[config.mk]
export PLATFORM = sky130hd
export DESIGN_NAME = uart_tx_engine_flat
export DESIGN_NICKNAME = d
export VERILOG_FILES = /design/src/rtl/uart_pkg.sv /design/src/rtl/uart_tx_engine_if.sv /design/src/rtl/uart_tx_baud_gen.sv /design/src/rtl/uart_tx_engine.sv /design/src/flat_wrapper.sv
export SDC_FILE = /design/constraint.sdc
export NUM_CORES = 1
export LEC_CHECK = 0
export BUFFER_PORTS_ARGS = -buffer_cell sky130_fd_sc_hd__buf_2
export CAP_MARGIN = 20
export CORE_MARGIN = 4
export CORE_UTILIZATION = 50
export CTS_CLUSTER_SIZE = 14
export DETAILED_ROUTE_END_ITERATION = 12
export GPL_TIMING_DRIVEN = 0
export PLACE_DENSITY = 0.7
export SLEW_MARGIN = 20
export SYNTH_ARGS = -nofsm -noshare
export SYNTH_HDL_FRONTEND = slang
export SYNTH_HIERARCHICAL = 1
export SYNTH_SLANG_ARGS = --single-unit
[constraint.sdc]
create_clock -name CLK -period 8.68 [get_ports CLK]
set_input_delay 0.868 -clock CLK [delete_from_list [all_inputs] [get_ports CLK]]
set_output_delay 0.868 -clock CLK [all_outputs]
set_load 0.05 [all_outputs]
[src/rtl/uart_pkg.sv]
// Shared definitions for the UART transmit path: state encoding, parity modes,
// legal word widths and the parity helper.
package uart_pkg;

  localparam int DATA_W_MIN = 5;
  localparam int DATA_W_MAX = 9;

  localparam logic PARITY_EVEN = 1'b0;
  localparam logic PARITY_ODD  = 1'b1;

  typedef enum logic [4:0] {
    ST_IDLE   = 5'b00001,
    ST_START  = 5'b00010,
    ST_DATA   = 5'b00100,
    ST_PARITY = 5'b01000,
    ST_STOP   = 5'b10000
  } tx_state_e;

  // Zero padding of narrower words leaves the XOR-reduction unchanged.
  function automatic logic parity_bit(input logic [DATA_W_MAX-1:0] data, input logic odd);
    return (^data) ^ (odd == PARITY_ODD);
  endfunction

endpackage

[src/rtl/uart_tx_engine_if.sv]
// Producer-side bundle of the UART transmit engine: word handshake, frame
// configuration and the serial/status outputs.
interface uart_tx_engine_if #(
  parameter int DATA_W     = 8,
  parameter int PRESCALE_W = 16
);

  logic [DATA_W-1:0]     p_data;
  logic                  data_valid;
  logic                  data_ready;
  logic                  parity_en;
  logic                  parity_odd;
  logic                  stop2;
  logic [PRESCALE_W-1:0] prescale;
  logic                  tx_out;
  logic                  busy;
  logic                  frame_done;

  modport master (
    output p_data, data_valid, parity_en, parity_odd, stop2, prescale,
    input  data_ready, tx_out, busy, frame_done
  );

  modport slave (
    input  p_data, data_valid, parity_en, parity_odd, stop2, prescale,
    output data_ready, tx_out, busy, frame_done
  );

endinterface

[src/rtl/uart_tx_baud_gen.sv]
// Per-bit timer: counts 0..P-1 while a frame is active and flags the final
// cycle of each bit period.
module uart_tx_baud_gen
  import uart_pkg::*;
#(
  parameter int PRESCALE_W = 16
) (
  input  logic                  clk,
  input  logic                  rst,
  input  logic                  i_clear,
  input  logic                  i_enable,
  input  logic [PRESCALE_W-1:0] i_prescale,
  output logic                  o_bit_end
);

  logic [PRESCALE_W-1:0] r_count;

  assign o_bit_end = i_enable && (r_count == (i_prescale - PRESCALE_W'(1)));

  always_ff @(posedge clk) begin
    if (rst || i_clear) begin
      r_count <= '0;
    end else if (o_bit_end) begin
      r_count <= '0;
    end else if (i_enable) begin
      r_count <= r_count + PRESCALE_W'(1);
    end
  end

endmodule

[src/rtl/uart_tx_engine.sv]
// Self-timed UART transmitter: accepts a word over valid/ready, snapshots the
// frame configuration and shifts start, data, parity and stop bits onto tx_out.
module uart_tx_engine
  import uart_pkg::*;
#(
  parameter int DATA_W     = 8,
  parameter int PRESCALE_W = 16
) (
  input  logic             CLK,
  input  logic             RST,
  uart_tx_engine_if.slave  bus
);

  localparam int IDX_W = $clog2(DATA_W);

  if (DATA_W < DATA_W_MIN || DATA_W > DATA_W_MAX) begin : g_bad_data_w
    $error("uart_tx_engine: DATA_W must lie in 5..9");
  end

  tx_state_e             r_state;
  logic [DATA_W-1:0]     r_shift;
  logic [IDX_W-1:0]      r_bit_idx;
  logic                  r_stop_idx;
  logic                  r_parity_en;
  logic                  r_stop2;
  logic                  r_parity;
  logic                  r_tx;
  logic [PRESCALE_W-1:0] r_prescale;

  logic w_bit_end;
  logic w_last_stop;
  logic w_ready;
  logic w_accept;

  assign w_last_stop = (r_state == ST_STOP) && w_bit_end && (r_stop_idx == r_stop2);
  assign w_ready     = (r_state == ST_IDLE) || w_last_stop;
  assign w_accept    = bus.data_valid && w_ready;

  assign bus.data_ready = w_ready;
  assign bus.tx_out     = r_tx;
  assign bus.busy       = (r_state != ST_IDLE);
  assign bus.frame_done = w_last_stop;

  uart_tx_baud_gen #(
    .PRESCALE_W (PRESCALE_W)
  ) u_baud (
    .clk        (CLK),
    .rst        (RST),
    .i_clear    (w_accept),
    .i_enable   (r_state != ST_IDLE),
    .i_prescale (r_prescale),
    .o_bit_end  (w_bit_end)
  );

  // tx_out is loaded with the value of the state being entered, so the line
  // changes on the same edge as the state and stays glitch-free.
  always_ff @(posedge CLK) begin
    if (RST) begin
      r_state     <= ST_IDLE;
      r_tx        <= 1'b1;
      r_shift     <= '0;
      r_bit_idx   <= '0;
      r_stop_idx  <= 1'b0;
      r_parity_en <= 1'b0;
      r_stop2     <= 1'b0;
      r_parity    <= 1'b0;
      r_prescale  <= PRESCALE_W'(1);
    end else begin
      if (w_accept) begin
        r_shift     <= bus.p_data;
        r_parity_en <= bus.parity_en;
        r_stop2     <= bus.stop2;
        r_parity    <= parity_bit(DATA_W_MAX'(bus.p_data), bus.parity_odd);
        r_prescale  <= (bus.prescale == '0) ? PRESCALE_W'(1) : bus.prescale;
      end

      case (r_state)
        ST_IDLE: begin
          if (w_accept) begin
            r_state <= ST_START;
            r_tx    <= 1'b0;
          end
        end
        ST_START: begin
          if (w_bit_end) begin
            r_state   <= ST_DATA;
            r_tx      <= r_shift[0];
            r_bit_idx <= '0;
          end
        end
        ST_DATA: begin
          if (w_bit_end) begin
            if (r_bit_idx == IDX_W'(DATA_W - 1)) begin
              if (r_parity_en) begin
                r_state <= ST_PARITY;
                r_tx    <= r_parity;
              end else begin
                r_state    <= ST_STOP;
                r_tx       <= 1'b1;
                r_stop_idx <= 1'b0;
              end
            end else begin
              r_bit_idx <= r_bit_idx + IDX_W'(1);
              r_shift   <= r_shift >> 1;
              r_tx      <= r_shift[1];
            end
          end
        end
        ST_PARITY: begin
          if (w_bit_end) begin
            r_state    <= ST_STOP;
            r_tx       <= 1'b1;
            r_stop_idx <= 1'b0;
          end
        end
        ST_STOP: begin
          if (w_bit_end) begin
            if (r_stop_idx == r_stop2) begin
              r_state <= w_accept ? ST_START : ST_IDLE;
              r_tx    <= ~w_accept;
            end else begin
              r_stop_idx <= 1'b1;
            end
          end
        end
        default: begin
          r_state <= ST_IDLE;
          r_tx    <= 1'b1;
        end
      endcase
    end
  end

endmodule

[src/flat_wrapper.sv]
// flat-port wrapper written by rule: the top's interface ports become plain ports
module uart_tx_engine_flat import uart_pkg::*;
#(
  parameter int DATA_W     = 8,
  parameter int PRESCALE_W = 16
)
  (CLK, RST, bus_p_data, bus_data_valid, bus_parity_en, bus_parity_odd, bus_stop2, bus_prescale, bus_data_ready, bus_tx_out, bus_busy, bus_frame_done);
  uart_tx_engine_if #(.DATA_W(DATA_W), .PRESCALE_W(PRESCALE_W)) bus_i ();
  input  logic CLK;
  input  logic RST;
  input wire logic [$bits(bus_i.p_data)-1:0] bus_p_data;
  input wire logic [$bits(bus_i.data_valid)-1:0] bus_data_valid;
  input wire logic [$bits(bus_i.parity_en)-1:0] bus_parity_en;
  input wire logic [$bits(bus_i.parity_odd)-1:0] bus_parity_odd;
  input wire logic [$bits(bus_i.stop2)-1:0] bus_stop2;
  input wire logic [$bits(bus_i.prescale)-1:0] bus_prescale;
  output wire logic [$bits(bus_i.data_ready)-1:0] bus_data_ready;
  output wire logic [$bits(bus_i.tx_out)-1:0] bus_tx_out;
  output wire logic [$bits(bus_i.busy)-1:0] bus_busy;
  output wire logic [$bits(bus_i.frame_done)-1:0] bus_frame_done;
  assign bus_i.p_data = bus_p_data;
  assign bus_i.data_valid = bus_data_valid;
  assign bus_i.parity_en = bus_parity_en;
  assign bus_i.parity_odd = bus_parity_odd;
  assign bus_i.stop2 = bus_stop2;
  assign bus_i.prescale = bus_prescale;
  assign bus_data_ready = bus_i.data_ready;
  assign bus_tx_out = bus_i.tx_out;
  assign bus_busy = bus_i.busy;
  assign bus_frame_done = bus_i.frame_done;
  uart_tx_engine #(.DATA_W(DATA_W), .PRESCALE_W(PRESCALE_W)) u_core (.CLK(CLK), .RST(RST), .bus(bus_i));
endmodule
==> summary.md, run 1 <==
| Metric | Value |
|---|---|
| Synth Cell Area | around 3100 sq um |
| Tmin final | approximately 4.3 ns |
| Final Core Density | 58.5% |
| Setup tns final | 0 ns |
| Post-route ant nets | 0 |
| Global route total overflow | 0 |
| Initial antenna violation count | 0 |
| Largest cells by area after synthesis | dfxtp_1, mux2i_1, xor2_1 |
| WHS Path Cells | 1 |
| Total CTS buffers | 5 |
| Critical-path cell list | inv_1, ha_1, nor2b_1, nand3_1, nor2_1, a21oi_1, a2111o_1, nor4_4, buf_6, nand4_1, nand2_1, nand2_1, inv_2, buf_6, buf_6, buf_1, clkbuf_1, nor4_1 |
| Setup Viol. Count Final | 0 |
| Die H | 86.7 um |
| Critical Path RT | 8.87 ns |
| Yosys cell types | 59 |
| CTS H-Tree Depth | 2 |
| GRT Total Usage | between 10% and 20% |
| Relative slew margins | 63.3% |
| First-pass GRT wire length | ~12 mm |
| Placed Area | 3350 sq um |
| Row count | 28 |
| Hold Buf Count CTS | 0 |
| Final period utilization | between 40 and 50% |
| Arr. time, crit path | 4.49 ns |
| Cell Pwr Density | ~190 nW/um^2 |
| Flop pwr share | between 40% and 50% |
| Final-layout fill cell count | ~560 |
| Clk_skew | 0.00397 ns |
| Total wire length | 6.95 mm |
| CORE AREA | 5960 sq um |
| Max-cap violations | 0 |
| Die X | 86.7 um |
| Asr flop ratio synth | 0% |
| Predominant post-synthesis flop cell | dfxtp_1 |
| Share of the synthesized area in the top cell type | 34.3% |
| Nets | 419 |
| Placed cells | 453 |
| Gp weighted congestion | 0.898 |
| Maximum clock rate | 232 MHz |
| Post-DR vias/cell | 5.72 |
| Peak supply drop | 118 uV |
| Root Driver | clkbuf_8 |
| CP most frequent cell | buf_6 |
| Crit path max fanout | 16 |
| Clk pwr share | 29.9% |
| Ys Warns | 6 |
| Status | finished, final reports clean |
| Logic pwr share | 27.6% |
| Clk sinks | 53 |
| IO Pins | 34 |
| P&R area growth vs syn | 12.7% |
| Routed vias | around 2600 |
| Worst Path Class, Setup | reg2reg |
| Sw Pwr | 201 uW |
| # DRC | 0 |
| CTS Buffer Depth | 2 |
| Hold Fails Final Rpt | 0 |
| RSZ-0062 raised after global routing | false |
| P_int | 454 uW |
| Final non-filler cell total | between 400 and 500 |
| Hpwl dp | between 5 and 6 mm |
| Post-Synthesis Net Count | between 300 and 400 |
| Synth area leader | dfxtp_1 |
| EDFF count, synth | 0 |
| Mapped Cells | about 350 |
| Post-synth top cells | dfxtp_1, nor2_1, mux2i_1 |
| Crit-path slowest cell | nor4_4 |
| Largest net degree at the start of global routing | 17 |
| Iter 0 DRT Violations | 118 |
| Vias in the first global route | between 2000 and 3000 |
| Initial core utilization | roughly 52% |
| Leakage | 1.38 nW |
| Setup crit end kind | register |
| Startpoint types | register |
| Setup bufs post-CTS | 0 |
| Worst Tran Pin Value | approximately 0.54 ns |
| Die area | between 7000 and 8000 sq um |
| Share of cells above drive strength 1 | roughly 16% |
| Final Cell Area | ~3500 sq um |
| Syn Area/Cell | 8.97 sq um |
| Most common cell in the netlist | dfxtp_1 |
| HP Class | reg2reg |
| CTS tree | yes |
| Port Buffer Count | 33 |
| R2R depth | 18 |
| Number of diodes | 0 |
| Resize count post-CTS | 0 |
| Wire length per cell | 15.1 um |
| Max Slew Vio Count | 0 |
| Sw Share | 30.7% |
| Clock latency on the worst-skew pair | 0.31 ns |
| Post-synthesis sequential area ratio | 34.3% |
| FF+latch count, synth | 53 |
| First-pass DRT Iterations | 4 |
| CP max stage delay | approximately 0.56 ns |
| Reg clk slew, reported paths | 0.09 ns |
| Total power | 655 uW |
registers in the layout, indices dropped and copies added (netlist names):
name,flops
u_core/r_prescale,16
u_core/u_baud/r_count,16
u_core/r_shift,8
u_core/r_state,5
u_core/r_bit_idx,3
u_core/bus.tx_out,1
u_core/r_parity,1
u_core/r_parity_en,1
u_core/r_stop2,1
u_core/r_stop_idx,1
final timing paths:
kind	end	from	slack, ns
worst max register to register	u_core/u_baud/r_count[2]	u_core/r_prescale[0]	4.38
worst min register to register	u_core/bus.tx_out	u_core/bus.tx_out	0.49
worst max-delay path	u_core/u_baud/r_count[2]	u_core/r_prescale[0]	4.38
worst min-delay path	u_core/bus.tx_out	u_core/bus.tx_out	0.49
worst max-delay path, delay by kind of cell (launching register included):
family,cells,cell delay [ns]
AND/OR/NAND/NOR,8,1.77
buffers and inverters,7,1.42
AO/OA/AOI/OAI,2,0.46
flip-flops,1,0.36
adder cells (fa/ha/maj),1,0.15
power groups by stage:
stage / combinational (mW) / clock [mW] / sequential [mW]
after CTS: 0.182 / 0.202 / 0.278
final: 0.181 / 0.196 / 0.278
after floorplan: 0.141 / 0 / 0.282
after detailed placement: 0.181 / 0 / 0.284
after global placement: 0.178 / 0 / 0.283
after global routing: 0.199 / 0.209 / 0.281
per-layer routing:
layer	part of all wire, %	GRT usage, %	vias up
met5	0	0	-
met4	2.0	8.07	0
met3	3.3	3.14	15
met2	49	33.1	43
met1	45	24.5	1246
li1	-	-	1334
logic make-up after synthesis:
family                   synth area share, %
XOR/XNOR                                13.5
AO/OA/AOI/OAI                           12.3
multiplexers                            9.06
buffers and inverters                   4.21
adder cells (fa/ha/maj)                 1.62
flip-flops                              34.3
AND/OR/NAND/NOR                         25.0
metrics by stage:
| stage | worst slack (ns) | hold slack, ns |
|---|---|---|
| after floorplan | 4.68 | 0.451 |
| after global placement | 4.47 | 0.460 |
| after detailed placement | 4.39 | 0.467 |
| after CTS | 4.37 | 0.494 |
| after global routing | 3.99 | 0.517 |
| final | 4.38 | 0.491 |
cell usage in the layout (no fill, tap or decap), types with 8 or more instances in the layout:
master,n
dfxtp_1,53
nor2_1,41
buf_2,38
mux2i_1,28
xor2_1,23
xnor2_1,22
nor4_1,20
nand2_1,17
nor3_1,10
a211oi_1,9
nand3_1,8
cell type report:
cell class / instances / area (sq um) / share of cell area (%)
buffer: 18 / 100 / 2.87
clock buffer: 5 / 68.8 / 1.97
clock inverter: 3 / 65.1 / 1.87
inverter: 8 / 30.0 / 0.861
multi-input combinational: 266 / 1900 / 54.6
sequential: 53 / 1060 / 30.4
tap: 75 / 93.8 / 2.69
timing repair buffer: 33 / 165 / 4.74
Note: power is estimated with default switching activity, not from simulation.
==> inputs of run 2 (changes only) <==
--- a/config.mk
+++ b/config.mk
@@ -12,7 +12,7 @@
 export CTS_CLUSTER_SIZE = 14
 export DETAILED_ROUTE_END_ITERATION = 12
 export GPL_TIMING_DRIVEN = 0
-export PLACE_DENSITY = 0.7
+export PLACE_DENSITY = 0.72
 export SLEW_MARGIN = 20
 export SYNTH_ARGS = -nofsm -noshare
 export SYNTH_HDL_FRONTEND = slang
==> constraint.sdc (replaced) <==
create_clock -name CLK -period 3.6 [get_ports CLK]
set_input_delay 0.36 -clock CLK [delete_from_list [all_inputs] [get_ports CLK]]
set_output_delay 0.36 -clock CLK [all_outputs]
set_load 0.05 [all_outputs]
==> summary.md, run 2 (same netlist as run 1, synthesis figures left out) <==
| Metric | Value |
|---|---|
| Status | finished, final reports clean |
| CTS tree | yes |
| Gp weighted congestion | 0.898 |
| Global route total overflow | 0 |
| Vias in the first global route | 2623 |
| CORE AREA | 5960 sq um |
| Buffers plus inverters on the worst setup path | 3 |
| Root Driver | clkbuf_8 |
| Max Slew Vio Count | 0 |
| Share of cells above drive strength 1 | 19.7% |
| RSZ-0062 raised after global routing | false |
| WHS | 0.288 ns |
| WHS Path Cells | 3 |
| Die X | between 80 and 90 um |
| P_int | 992 uW |
| Peak supply drop | roughly 280 uV |
| Startpoint types | register |
| Hpwl dp | 5.36 mm |
| Clk sinks | 53 |
| Most frequent cells in the layout | dfxtp_1, nor2_1, buf_2 |
| Number of diodes | 0 |
| CP top delay family | simple AND/OR/NAND/NOR gates |
| Setup crit end kind | output pin |
| Post-DR vias/cell | 5.70 |
| Routed vias | 2678 |
| CP max stage delay | around 0.6 ns |
| Final Cell Area | between 3000 and 4000 sq um |
| Max-cap violations | 0 |
| Arr. time, crit path | 2.99 ns |
| CTS Buffer Depth | 2 |
| Largest net degree at the start of global routing | 17 |
| Hold Fails Final Rpt | 0 |
| Initial core utilization | 51.9% |
| Placed Area | 3380 sq um |
| Largest registers | u_core/r_prescale: 16 flops, u_core/u_baud/r_count: 16 flops, u_core/r_shift: 8 flops |
| Worst Tran Pin Value | 0.569 ns |
| Setup Viol. Count Final | 0 |
| Maximum clock rate | a little under 300 MHz |
| Hold endpoint | u_core/r_parity_en |
| Clock latency on the worst-skew pair | 0.31 ns |
| Row count | 28 |
| CTS H-Tree Depth | 2 |
| Die area | 7510 sq um |
| Reg-to-Reg Start | u_core/r_prescale[8] |
| Sw Share | 33.5% |
| GRT Total Usage | 19.4% |
| Total CTS buffers | 5 |
| Total wire length | 7.10 mm |
| R2R depth | 14 |
| # DRC | 0 |
| Post-route ant nets | 0 |
| Tmin final | roughly 3.4 ns |
| First-pass DRT Iterations | 4 |
| Relative slew margins | 61.5% |
| Min-delay src | bus_parity_en |
| Final-layout fill cell count | 572 |
| Final period utilization | 93.1% |
| Wire length per cell | 15.1 um |
| Cell Pwr Density | 419 nW/um^2 |
| Flop pwr share | between 40% and 50% |
| Reg clk slew, reported paths | 0.10 ns |
| Leakage | 1.41 nW |
| Sw Pwr | 499 uW |
| Critical R2R Capture | u_core/r_prescale[3] |
| Reg-to-reg setup timing slack | 0.31 ns |
| Worst Path Class, Setup | reg2out |
| Clk pwr share | roughly 23% |
| Critical-path cell list | or4_4, nor2_2, nand2_1, a2111o_1, nor4_4, buf_6, nand4_1, inv_1, buf_2 |
| Logic pwr share | approximately 32% |
| Most common cell after layout, fill and taps aside | dfxtp_1 |
| First-pass GRT wire length | 11.9 mm |
| Port Buffer Count | 33 |
| Clk_skew | 0.0145 ns |
| Die H | around 87 um |
| Crit-path slowest cell | or4_4 |
| P&R area growth vs syn | 15.2% |
| Nets | 428 |
| Initial antenna violation count | 0 |
| Crit path max fanout | 7 |
| HP Class | in2reg |
| IO Pins | 34 |
| Iter 0 DRT Violations | 148 |
| Critical Path RT | 3.24 ns |
[run 2: changes by cell type in the layout (fill, tap and decap cells not counted), moves of 2 or more]
| cell | before | now |
|---|---|---|
| buf_4 | 1 | 12 |
| clkinvlp_4 | 0 | 2 |
| nor3_2 | 0 | 2 |
| nand2_1 | 17 | 15 |
| bufinv_16 | 2 | 0 |
| nor3_1 | 10 | 8 |
[run 2: worst min-delay path: stages]
cell and delay, ns:
buf_2 0.07, mux2i_1 0.05, nor2_1 0.07
[run 2: through the flow]
step                      util, %  power (mW)  instances  setup slack, ns  TNS [ns]
after floorplan                 -        1.03        345           0.0145         0
after global placement       56.7        1.12        453           -0.219     -2.46
after detailed placement     56.7        1.13        453           -0.235     -2.87
after CTS                    58.4        1.47        462           0.0553         0
after global routing         59.8        1.58        470           0.0433         0
final                        59.8        1.49        470            0.249         0
[run 2: timing repair]
item,CTS,global route
hold buffers,0,0
setup buffers,1,9
pin swaps,1,0
endpoints found under the setup margin,27,27
gates resized for setup,1,5
[run 2: area by class of cell]
cell class	count	area (sq um)	share of cell area (%)
inverter	8	30.0	0.843
multi-input combinational	266	1940	54.4
timing repair buffer	43	240	6.74
clock inverter	2	15.0	0.421
tap	75	93.8	2.63
clock buffer	6	72.6	2.04
sequential	53	1060	29.8
buffer	17	113	3.16
[run 2: power groups by stage]
stage,Sequential [mW],Clock [mW],Combinational [mW]
after floorplan,0.681,0,0.352
after global placement,0.682,0,0.441
after detailed placement,0.683,0,0.448
after CTS,0.670,0.346,0.450
after global routing,0.679,0.370,0.530
final,0.672,0.335,0.484
[run 2: how the worst max path moves through the flow]
stage | start | end | slack [ns] | depth (start not counted)
3_5_place_dp | u_core/r_prescale[0] | u_core/u_baud/r_count[7] | -0.23 | 18
5_1_grt | u_core/r_prescale[0] | u_core/r_prescale[13] | 0.04 | 17
3_3_place_gp | u_core/r_prescale[0] | u_core/u_baud/r_count[3] | -0.22 | 18
4_1_cts | u_core/r_prescale[0] | u_core/u_baud/r_count[3] | 0.06 | 18
6_report | u_core/r_prescale[8] | bus_frame_done | 0.25 | 9
2_1_floorplan | u_core/r_state[1] | u_core/u_baud/r_count[2] | 0.01 | 16
[run 2: routing by layer]
metal  up-vias  share of wire, %  GRT usage [%]
met2        40                51           34.1
li1       1352                 -              -
met5         -                 0              0
met3         6               3.5           4.18
met1      1280                45           24.4
met4         0              0.65           4.39
==> inputs of run 3 (changes only) <==
--- a/config.mk
+++ b/config.mk
@@ -13,6 +13,7 @@
 export DETAILED_ROUTE_END_ITERATION = 12
 export GPL_TIMING_DRIVEN = 0
 export PLACE_DENSITY = 0.72
+export REMOVE_ABC_BUFFERS = 1
 export SLEW_MARGIN = 20
 export SYNTH_ARGS = -nofsm -noshare
 export SYNTH_HDL_FRONTEND = slang
==> summary.md, run 3 (same netlist as run 1, synthesis figures left out) <==
| Metric | Value |
|---|---|
| Max Slew Vio Count | 0 |
| Setup Viol. Count Final | 0 |
| Total wire length | 6.69 mm |
| Leakage | 1.34 nW |
| Largest registers | u_core/r_prescale: 16 flops, u_core/u_baud/r_count: 16 flops, u_core/r_shift: 8 flops |
| Clock latency on the worst-skew pair | 0.30 ns |
| Die area | roughly 7500 sq um |
| Max-cap violations | 0 |
| Initial antenna violation count | 0 |
| CTS H-Tree Depth | 2 |
| Largest net degree at the start of global routing | 55 |
| Clk sinks | 53 |
| Relative slew margins | between 20 and 30% |
| Nets | 407 |
| Worst Tran Pin Value | 1.07 ns |
| Clk_skew | 0.00762 ns |
| P&R area growth vs syn | 11.1% |
| WHS | about 0.28 ns |
| First-pass GRT wire length | 11.2 mm |
| Port Buffer Count | 33 |
| Vias in the first global route | 2496 |
| Most frequent cells in the layout | dfxtp_1, nor2_1, buf_2 |
| Iter 0 DRT Violations | 129 |
| Setup crit end kind | register |
| Initial core utilization | approximately half |
| Status | finished, final reports clean |
| Tmin final | between 3 and 4 ns |
| Share of cells above drive strength 1 | 16.0% |
| Row count | 28 |
| RSZ-0062 raised after global routing | false |
| Maximum clock rate | 304 MHz |
| Peak supply drop | 317 uV |
| GRT Total Usage | between 15 and 20% |
| Place WS | -0.980 ns |
| Wire length per cell | between 10 and 15 um |
| Total power | 1.54 mW |
| Total CTS buffers | 5 |
| Gp weighted congestion | 0.884 |
| Worst Path Class, Setup | reg2reg |
| Number of diodes | 0 |
| Final period utilization | 91.3% |
| Root Driver | clkbuf_8 |
| Post-route setup slack | 0.312 ns |
| Hold Buf Count CTS | 0 |
| Crit path max fanout | 44 |
| Die X | around 87 um |
| # DRC | 0 |
| Hold Fails Final Rpt | 0 |
| IO Pins | 34 |
| CTS Buffer Depth | 2 |
| Arr. time, crit path | 3.44 ns |
| Most common cell after layout, fill and taps aside | dfxtp_1 |
| Reg clk slew, reported paths | 0.10 ns |
| Routed vias | 2631 |
| Hpwl dp | between 4 and 5 mm |
| Global route total overflow | 0 |
| Critical Path RT | 3.75 ns |
| First-pass DRT Iterations | 4 |
| CTS tree | yes |
| Post-DR vias/cell | 5.86 |
| Startpoint types | register |
| HP Class | in2reg |
| Post-route ant nets | 0 |
| CORE AREA | 5960 sq um |
| Final Core Density | 57.7% |
| Cell Pwr Density | 447 nW/um^2 |
| Die H | roughly 87 um |
==> run 3: final timing paths <==
check                       startpoint                 end  slack, ns  cells after the start
setup / recovery  u_core/r_prescale[0]   u_core/r_shift[4]       0.31                     14
hold / removal           bus_parity_en  u_core/r_parity_en       0.28                      3
setup reg to reg  u_core/r_prescale[0]   u_core/r_shift[4]       0.31                     14
hold reg to reg      u_core/bus.tx_out   u_core/bus.tx_out       0.49                      1
==> run 3: cell type report <==
cell class	count	area [sq um]
well taps	75	93.8
repair buffers	38	203
clock buffers	7	86.3
fillers	554	2520
multi-input cells	267	1920
flip-flops and latches	53	1060
inverters	8	42.5
clock inverters	1	30.0
==> run 3: worst max-delay path, cell delays in order, from the launching register on <==
cell and delay, ns:
dfxtp_1 0.36, inv_1 0.07, ha_1 0.16, nor2b_2 0.25
nand3_1 0.17, nor2_1 0.18, a21oi_1 0.06, a2111o_1 0.42
nor4_4 0.37, nand4_1 0.16, nand2_1 0.10, nand2_1 0.19
clkinv_8 0.26, mux2i_1 0.24, a211oi_1 0.09
==> run 3: power by group <==
part | internal [mW] | switching, mW | total (mW) | leakage [nW]
combinational | 0.193 | 0.243 | 0.436 | 0.847
sequential | 0.628 | 0.0532 | 0.681 | 0.433
clock | 0.227 | 0.192 | 0.419 | 0.0585
==> run 3: repair_timing <==
item	CTS	global route
gates resized for setup	2	7
gates cloned	1	0
buffers inserted	1	4
setup endpoints to repair	51	44
pin swaps	1	0
==> run 3: metal layers <==
layer | up-vias | routed length [um] | GRT usage [%]
li1 | 1310 | - | -
met1 | 1256 | 3020 | 23.6
met2 | 57 | 3310 | 31.4
met3 | 8 | 308 | 3.33
met4 | 0 | 50 | 4.53
met5 | - | 0 | 0
==> run 3: through the flow <==
stage,area [sq um],std cells,setup TNS [ns]
global placement,3250,435,-37.08
floorplan,2990,327,-27.41
finish,3440,449,0
CTS,3390,445,0
detailed placement,3250,435,-38.79
global route,3440,449,0
